===== config.mk =====
export PLATFORM = sky130hd
export DESIGN_NAME = level_meter
export DESIGN_NICKNAME = d
export VERILOG_FILES = /design/src/rtl/level_meter.sv
export SDC_FILE = /design/constraint.sdc
export NUM_CORES = 1
export LEC_CHECK = 0
export ABC_AREA = 1
export BUFFER_PORTS_ARGS = -buffer_cell sky130_fd_sc_hd__buf_4
export CAP_MARGIN = 20
export CORE_MARGIN = 2
export CORE_UTILIZATION = 50
export DETAILED_ROUTE_END_ITERATION = 10
export GPL_TIMING_DRIVEN = 0
export HOLD_SLACK_MARGIN = 0.15
export PLACE_DENSITY = 0.77
export REMOVE_ABC_BUFFERS = 1
export SYNTH_ARGS = -nofsm -noshare
export SYNTH_HDL_FRONTEND = slang
export SYNTH_SLANG_ARGS = --single-unit

===== constraint.sdc =====
create_clock -name clk -period 1.8 [get_ports clk]
set_clock_uncertainty 0.1 [all_clocks]
set_input_delay 0.18 -clock clk [delete_from_list [all_inputs] [get_ports clk]]
set_output_delay 0.18 -clock clk [all_outputs]
set_load 0.01 [all_outputs]

===== src/rtl/level_meter.sv =====
// level_meter: |sum_in >>> AVG_SHIFT| saturated to NUM_BITS_OUT bits,
// plus a peak tracker and a sticky clip flag.
//
// Build option: define LEVEL_METER_PEAK_HOLD_EN to enable the peak
// hold/decay state machine. Without it, peak_out mirrors level_out.
//
// Ports:
//   clk       : clock, rising edge
//   rst_n     : synchronous active-low reset
//   sum_en    : sum_in valid this cycle
//   sum_in    : signed running sum from the averaging stage
//   clip_clr  : clears the sticky clip flag (a new saturation wins)
//   level_out : unsigned saturated magnitude of the average
//   level_en  : one-cycle pulse, level_out updated (2 cycles after sum_en)
//   peak_out  : held/decaying peak (or level_out when hold disabled)
//   clip      : sticky saturation flag
module level_meter #(
  parameter int NUM_BITS_IN  = 64,
  parameter int AVG_SHIFT    = 6,
  parameter int NUM_BITS_OUT = 16,
  parameter int HOLD_CYCLES  = 4800,
  parameter int DECAY_SHIFT  = 4
) (
  input  logic                    clk,
  input  logic                    rst_n,
  input  logic                    sum_en,
  input  logic [NUM_BITS_IN-1:0]  sum_in,
  input  logic                    clip_clr,
  output logic [NUM_BITS_OUT-1:0] level_out,
  output logic                    level_en,
  output logic [NUM_BITS_OUT-1:0] peak_out,
  output logic                    clip
);

  // The average keeps AW bits; its magnitude also fits in AW bits
  // as an unsigned value, including 2^(AW-1) for the most negative.
  localparam int AW = NUM_BITS_IN - AVG_SHIFT;
  localparam int EW = AW + NUM_BITS_OUT;

  logic [AW-1:0]           avg;
  logic [AW-1:0]           mag_d;
  logic [AW-1:0]           mag_q;
  logic                    v1;
  logic [EW-1:0]           mag_ext;
  logic                    sat_d;
  logic                    sat_q;
  logic [NUM_BITS_OUT-1:0] lvl_d;
  logic                    unused_low;

  // Arithmetic right shift == dropping the low bits of the sum.
  assign avg        = sum_in[NUM_BITS_IN-1:AVG_SHIFT];
  assign unused_low = ^sum_in[AVG_SHIFT-1:0];

  assign mag_d = avg[AW-1] ? (~avg + AW'(1)) : avg;

  assign mag_ext = {{NUM_BITS_OUT{1'b0}}, mag_q};
  assign sat_d   = |mag_ext[EW-1:NUM_BITS_OUT];
  assign lvl_d   = sat_d ? '1 : mag_ext[NUM_BITS_OUT-1:0];

  always_ff @(posedge clk) begin
    if (!rst_n) begin
      v1        <= 1'b0;
      mag_q     <= '0;
      level_en  <= 1'b0;
      level_out <= '0;
      sat_q     <= 1'b0;
      clip      <= 1'b0;
    end else begin
      v1       <= sum_en;
      level_en <= v1;
      sat_q    <= v1 & sat_d;
      if (sum_en) begin
        mag_q <= mag_d;
      end
      if (v1) begin
        level_out <= lvl_d;
      end
      // A saturation seen this cycle outranks a clear request.
      if (sat_q) begin
        clip <= 1'b1;
      end else if (clip_clr) begin
        clip <= 1'b0;
      end
    end
  end

`ifdef LEVEL_METER_PEAK_HOLD_EN

  localparam int CW = (HOLD_CYCLES > 1) ? $clog2(HOLD_CYCLES) : 1;

  typedef enum logic [1:0] {
    IDLE,
    HOLD,
    DECAY
  } state_t;

  state_t                  state;
  state_t                  state_d;
  logic [CW-1:0]           cnt;
  logic [CW-1:0]           cnt_d;
  logic [NUM_BITS_OUT-1:0] peak;
  logic [NUM_BITS_OUT-1:0] peak_d;
  logic [NUM_BITS_OUT-1:0] dec;
  logic [NUM_BITS_OUT-1:0] drop;

  always_ff @(posedge clk) begin
    if (!rst_n) begin
      state <= IDLE;
      cnt   <= '0;
      peak  <= '0;
    end else begin
      state <= state_d;
      cnt   <= cnt_d;
      peak  <= peak_d;
    end
  end

  always_comb begin
    state_d = state;
    cnt_d   = cnt;
    peak_d  = peak;
    dec     = peak >> DECAY_SHIFT;
    if (dec == '0) begin
      dec = NUM_BITS_OUT'(1);
    end
    // Peak is nonzero whenever DECAY is active, so no underflow.
    drop = peak - dec;
    if (level_en && (level_out > peak)) begin
      peak_d  = level_out;
      state_d = HOLD;
      cnt_d   = CW'(HOLD_CYCLES - 1);
    end else begin
      unique case (state)
        IDLE: begin
          peak_d = '0;
        end
        HOLD: begin
          if (cnt == '0) begin
            state_d = DECAY;
          end else begin
            cnt_d = cnt - CW'(1);
          end
        end
        DECAY: begin
          if (level_en) begin
            peak_d = (drop < level_out) ? level_out : drop;
            if (peak_d == '0) begin
              state_d = IDLE;
            end
          end
        end
        default: begin
          state_d = IDLE;
          peak_d  = '0;
        end
      endcase
    end
  end

  assign peak_out = peak;

`else

  localparam int unused_cfg = HOLD_CYCLES + DECAY_SHIFT;

  assign peak_out = level_out;

`endif

endmodule

==> results.sh <==
export IMPL_dp_cells=1088
export IMPL_synth_warnings=0
export IMPL_grt_pass1_wl_mm=25.35
export IMPL_dieArea_um2=11450
export IMPL_tritoncts="yes"
export IMPL_synth_cell_area_um2=5304
export IMPL_grt_overflow=0
export IMPL_cp_max_fo=3
export IMPL_yosysSeqAreaShare_pct=29.44
export IMPL_synth_seq_cells=78
export IMPL_endpoint_kind="flop"
export IMPL_crit_arrival_ns=2.00
export IMPL_status="complete, but fails checks"
export IMPL_synth_simple_area_share_pct=44.59
export IMPL_htree_levels=3
export IMPL_synth_async_reset_ratio_pct=0
export IMPL_setup_viol=1
export IMPL_drtIter0Drc=424
export IMPL_power_density_nw_per_um2=660.9
export IMPL_netlist_area_leader_share_pct=29.44
export IMPL_crit_type="in2reg"
export IMPL_fin_crit_sh_pct=100.1
export IMPL_seq_power_share_pct=41.4
export IMPL_boundaryPins=102
export IMPL_critPathLaunch="sum_in[12]"
export IMPL_grt_pass1_vias=5317
export IMPL_die_w_um=107.0
export IMPL_synth_edf_count=0
export IMPL_cts_num_sinks=78
export IMPL_syn_instance_count=905
export IMPL_cp_cell_sequence="buf_4, nor2_2, nand2_1, nor2_1, nand2_2, nor2_2, nand2_1, nand2_1, nand2_1, a31oi_1, dlygate4sd3_1"
export IMPL_start_kind="input port"
export IMPL_synth_cell_types=35
export IMPL_area_growth_syn_to_layout_pct=32.46
export IMPL_ys_flop_type="dfxtp_1"
export IMPL_antenna_found_initial=0
export IMPL_path_delay_family="simple AND/OR/NAND/NOR gates"
export IMPL_switchingPower_uw=1381
export IMPL_setup_ws_ns=-0.002104
export IMPL_dr_pass1_iters=5
export IMPL_vias=5969
export IMPL_cp_common_cell="nand2_1"
export IMPL_min_delay_start="sum_in[56]"
export IMPL_path_buf_inv=2
export IMPL_pre_cts_ws_ns=-0.4233
export IMPL_core_area_um2=10320
export IMPL_crit_required_ns=1.99
export IMPL_drv_slew=0
export IMPL_hold_viol=0
export IMPL_combPwrFrac_pct=23.0
export IMPL_synth_compound_area_share_pct=9.247
export IMPL_track_usage_pct=27.93
export IMPL_hold_path_class="in2reg"
export IMPL_rows=37
export IMPL_die_y_um=107.0
export IMPL_period_minus_slack_ns=1.802
export IMPL_cp_slowest_cell="dlygate4sd3_1"
export IMPL_gp_congestion=0.9172
export IMPL_wire_per_inst_um=13.68
export IMPL_ir_drop_v=0.0004273
export IMPL_drc=0
export IMPL_initial_utilization_pct=51.38
export IMPL_cap_violations=0
export IMPL_max_stage_delay_ns=0.58
export IMPL_insertion_delay_ns=0.36
export IMPL_clkPwrFrac_pct=35.5
export IMPL_leakagePower_uw=0.003444
export IMPL_grt_max_degree=109
export IMPL_synth_top_cell_by_area="dfxtp_1"
export IMPL_fmax_mhz=554.9
export IMPL_synthMuxAreaShare_pct=0
export IMPL_maxSlewHeadroom_pct=51.04
export IMPL_cts_buffers_inserted=9
export IMPL_clk_path_buf_depth=2
export IMPL_drive_gt1_share_pct=16.40
export IMPL_synth_adder_area_share_pct=0.2359
export IMPL_via_per_inst=5.063
export IMPL_nets=1107
export IMPL_ant_nets=0
export IMPL_place_hpwl_mm=10.40
export IMPL_synth_top_family_by_area="simple AND/OR/NAND/NOR gates"
export IMPL_num_fill_cells=932
export IMPL_internal_power_uw=3262
export IMPL_worst_pin_slew_ns=0.7344
export IMPL_routed_wl_mm=16.13
export IMPL_io_buffer_count=95
export IMPL_r2r_start="mag_q[49]"
export IMPL_yosys_top_cells_area="dfxtp_1, nand2_1, nor2_1"
export IMPL_avgSynthCellArea_um2=5.861
export IMPL_rsz0062_at_grt="true"
export IMPL_violations="negative setup slack"
export IMPL_tns_ns=-0.002104
export IMPL_stdcell_count=1179
export IMPL_n_antenna_cell=0
export IMPL_synthXorXnorAreaFrac_pct=3.798
export IMPL_clkTransAtPathRegs_ns=0.09
export IMPL_cts_root_buf="clkbuf_8"
export IMPL_p_sw_share_pct=29.75
export IMPL_whs_ns=0.1867
[synth_stat cells, types with 3 or more instances]
| master | instances |
|---|---|
| nand3_2 | 4 |
| dfxtp_1 | 78 |
| nor2_2 | 4 |
| nand3_1 | 47 |
| o21bai_1 | 3 |
| nand4_1 | 11 |
| o21ai_0 | 37 |
| buf_4 | 19 |
| inv_1 | 101 |
| buf_2 | 4 |
| nand2_4 | 3 |
| nand2_1 | 241 |
| nand2_2 | 7 |
| nor2_1 | 224 |
| nand3b_1 | 3 |
| buf_1 | 7 |
| xor2_1 | 17 |
| nor4_1 | 7 |
| xnor2_1 | 6 |
| o211ai_1 | 4 |
| nor3_1 | 4 |
| clkbuf_1 | 15 |
| nor2_4 | 3 |
| buf_6 | 3 |
| a21oi_1 | 31 |
| o21ai_1 | 7 |
[cell families after synthesis]
| group | Yosys count |
|---|---|
| AND/OR/NAND/NOR | 562 |
| buffers and inverters | 153 |
| AO/OA/AOI/OAI | 88 |
| flip-flops | 78 |
| XOR/XNOR | 23 |
| adder cells (fa/ha/maj) | 1 |
[what timing repair did]
item | 4_1_cts | 5_1_grt
gates cloned | 0 | 1
setup buffers | 0 | 5
endpoints found under the setup margin | 21 | 38
endpoints found under the hold margin | 61 | 0
gates resized for setup | 3 | 37
hold buffers | 70 | 0
pin swaps | 0 | 12
[cell usage in the layout, fill, tap and decap left out, types with 3 or more instances in the layout]
cell	count
bufinv_16	3
nor2_2	13
xor2_1	17
inv_1	99
nor3_1	4
nor4_2	3
buf_6	3
o21bai_1	3
dfxtp_1	77
nor4_1	4
nor2_4	11
clkbuf_8	9
nand3b_1	3
nand4_1	11
nand2_1	240
inv_2	3
dlygate4sd3_1	70
o21ai_1	7
nand2_2	8
nand3_1	46
nand3_2	5
o211ai_1	4
o21ai_0	37
xnor2_1	6
buf_4	96
a21oi_1	31
nor2_1	207
nand2_4	3
[path summary, 6_finish.rpt]
| kind | slack (ns) | to | depth (start not counted) |
|---|---|---|---|
| worst max-delay path | -0.002 | mag_q[41] | 11 |
| worst max register to register | 0.03 | level_out[3] | 7 |
| worst min-delay path | 0.19 | mag_q[57] | 6 |
| worst min register to register | 0.35 | clip | 2 |
[through the flow]
step / utilization (%) / instance area (um^2) / power, uW
2_1_floorplan: - / 5025 / 2437
3_3_place_gp: 57.23 / 5908 / 2822
3_5_place_dp: 57.24 / 5909 / 2835
4_1_cts: 66.39 / 6854 / 4576
5_1_grt: 68.05 / 7025 / 4846
6_report: 68.05 / 7025 / 4643
[area by class of cell]
cell class,count,area [um^2],share of cell area [%]
Clock buffer,11,131.4,1.870
Clock inverter,5,106.4,1.514
Tap cell,136,170.2,2.422
Timing Repair Buffer,169,1455,20.71
Sequential cell,78,1563,22.24
Multi-Input combinational cell,675,3201,45.56
Inverter,105,399.1,5.681
[power groups by stage]
stage          clock network (uW)  registers, uW  logic [uW]
2_1_floorplan                   0           1970         467
3_3_place_gp                    0           1950         868
3_5_place_dp                    0           1960         877
4_1_cts                      1650           1920        1010
5_1_grt                      1730           1940        1180
6_report                     1650           1920        1070
[routing by layer]
layer	global-route usage (%)	vias to the layer above	part of all wire (%)
met2	46.31	222	46
met1	36.81	2658	44
li1	-	3048	-
met4	10.76	0	2.9
met3	3.891	41	6.9
met5	0	-	0
[registers in the layout, indices dropped and copies added, names as in the netlist]
name,flops
level_out,16
mag_q,58
v1,1
clip,1
level_en,1
sat_q,1
[worst min-delay path, stage by stage]
cell     delay (ns)
buf_4          0.11
nor2_4         0.05
nand2_1        0.05
nor3_1         0.05
nand4_1        0.10
a21oi_1        0.06
Note: power is estimated with default switching activity, not from simulation.
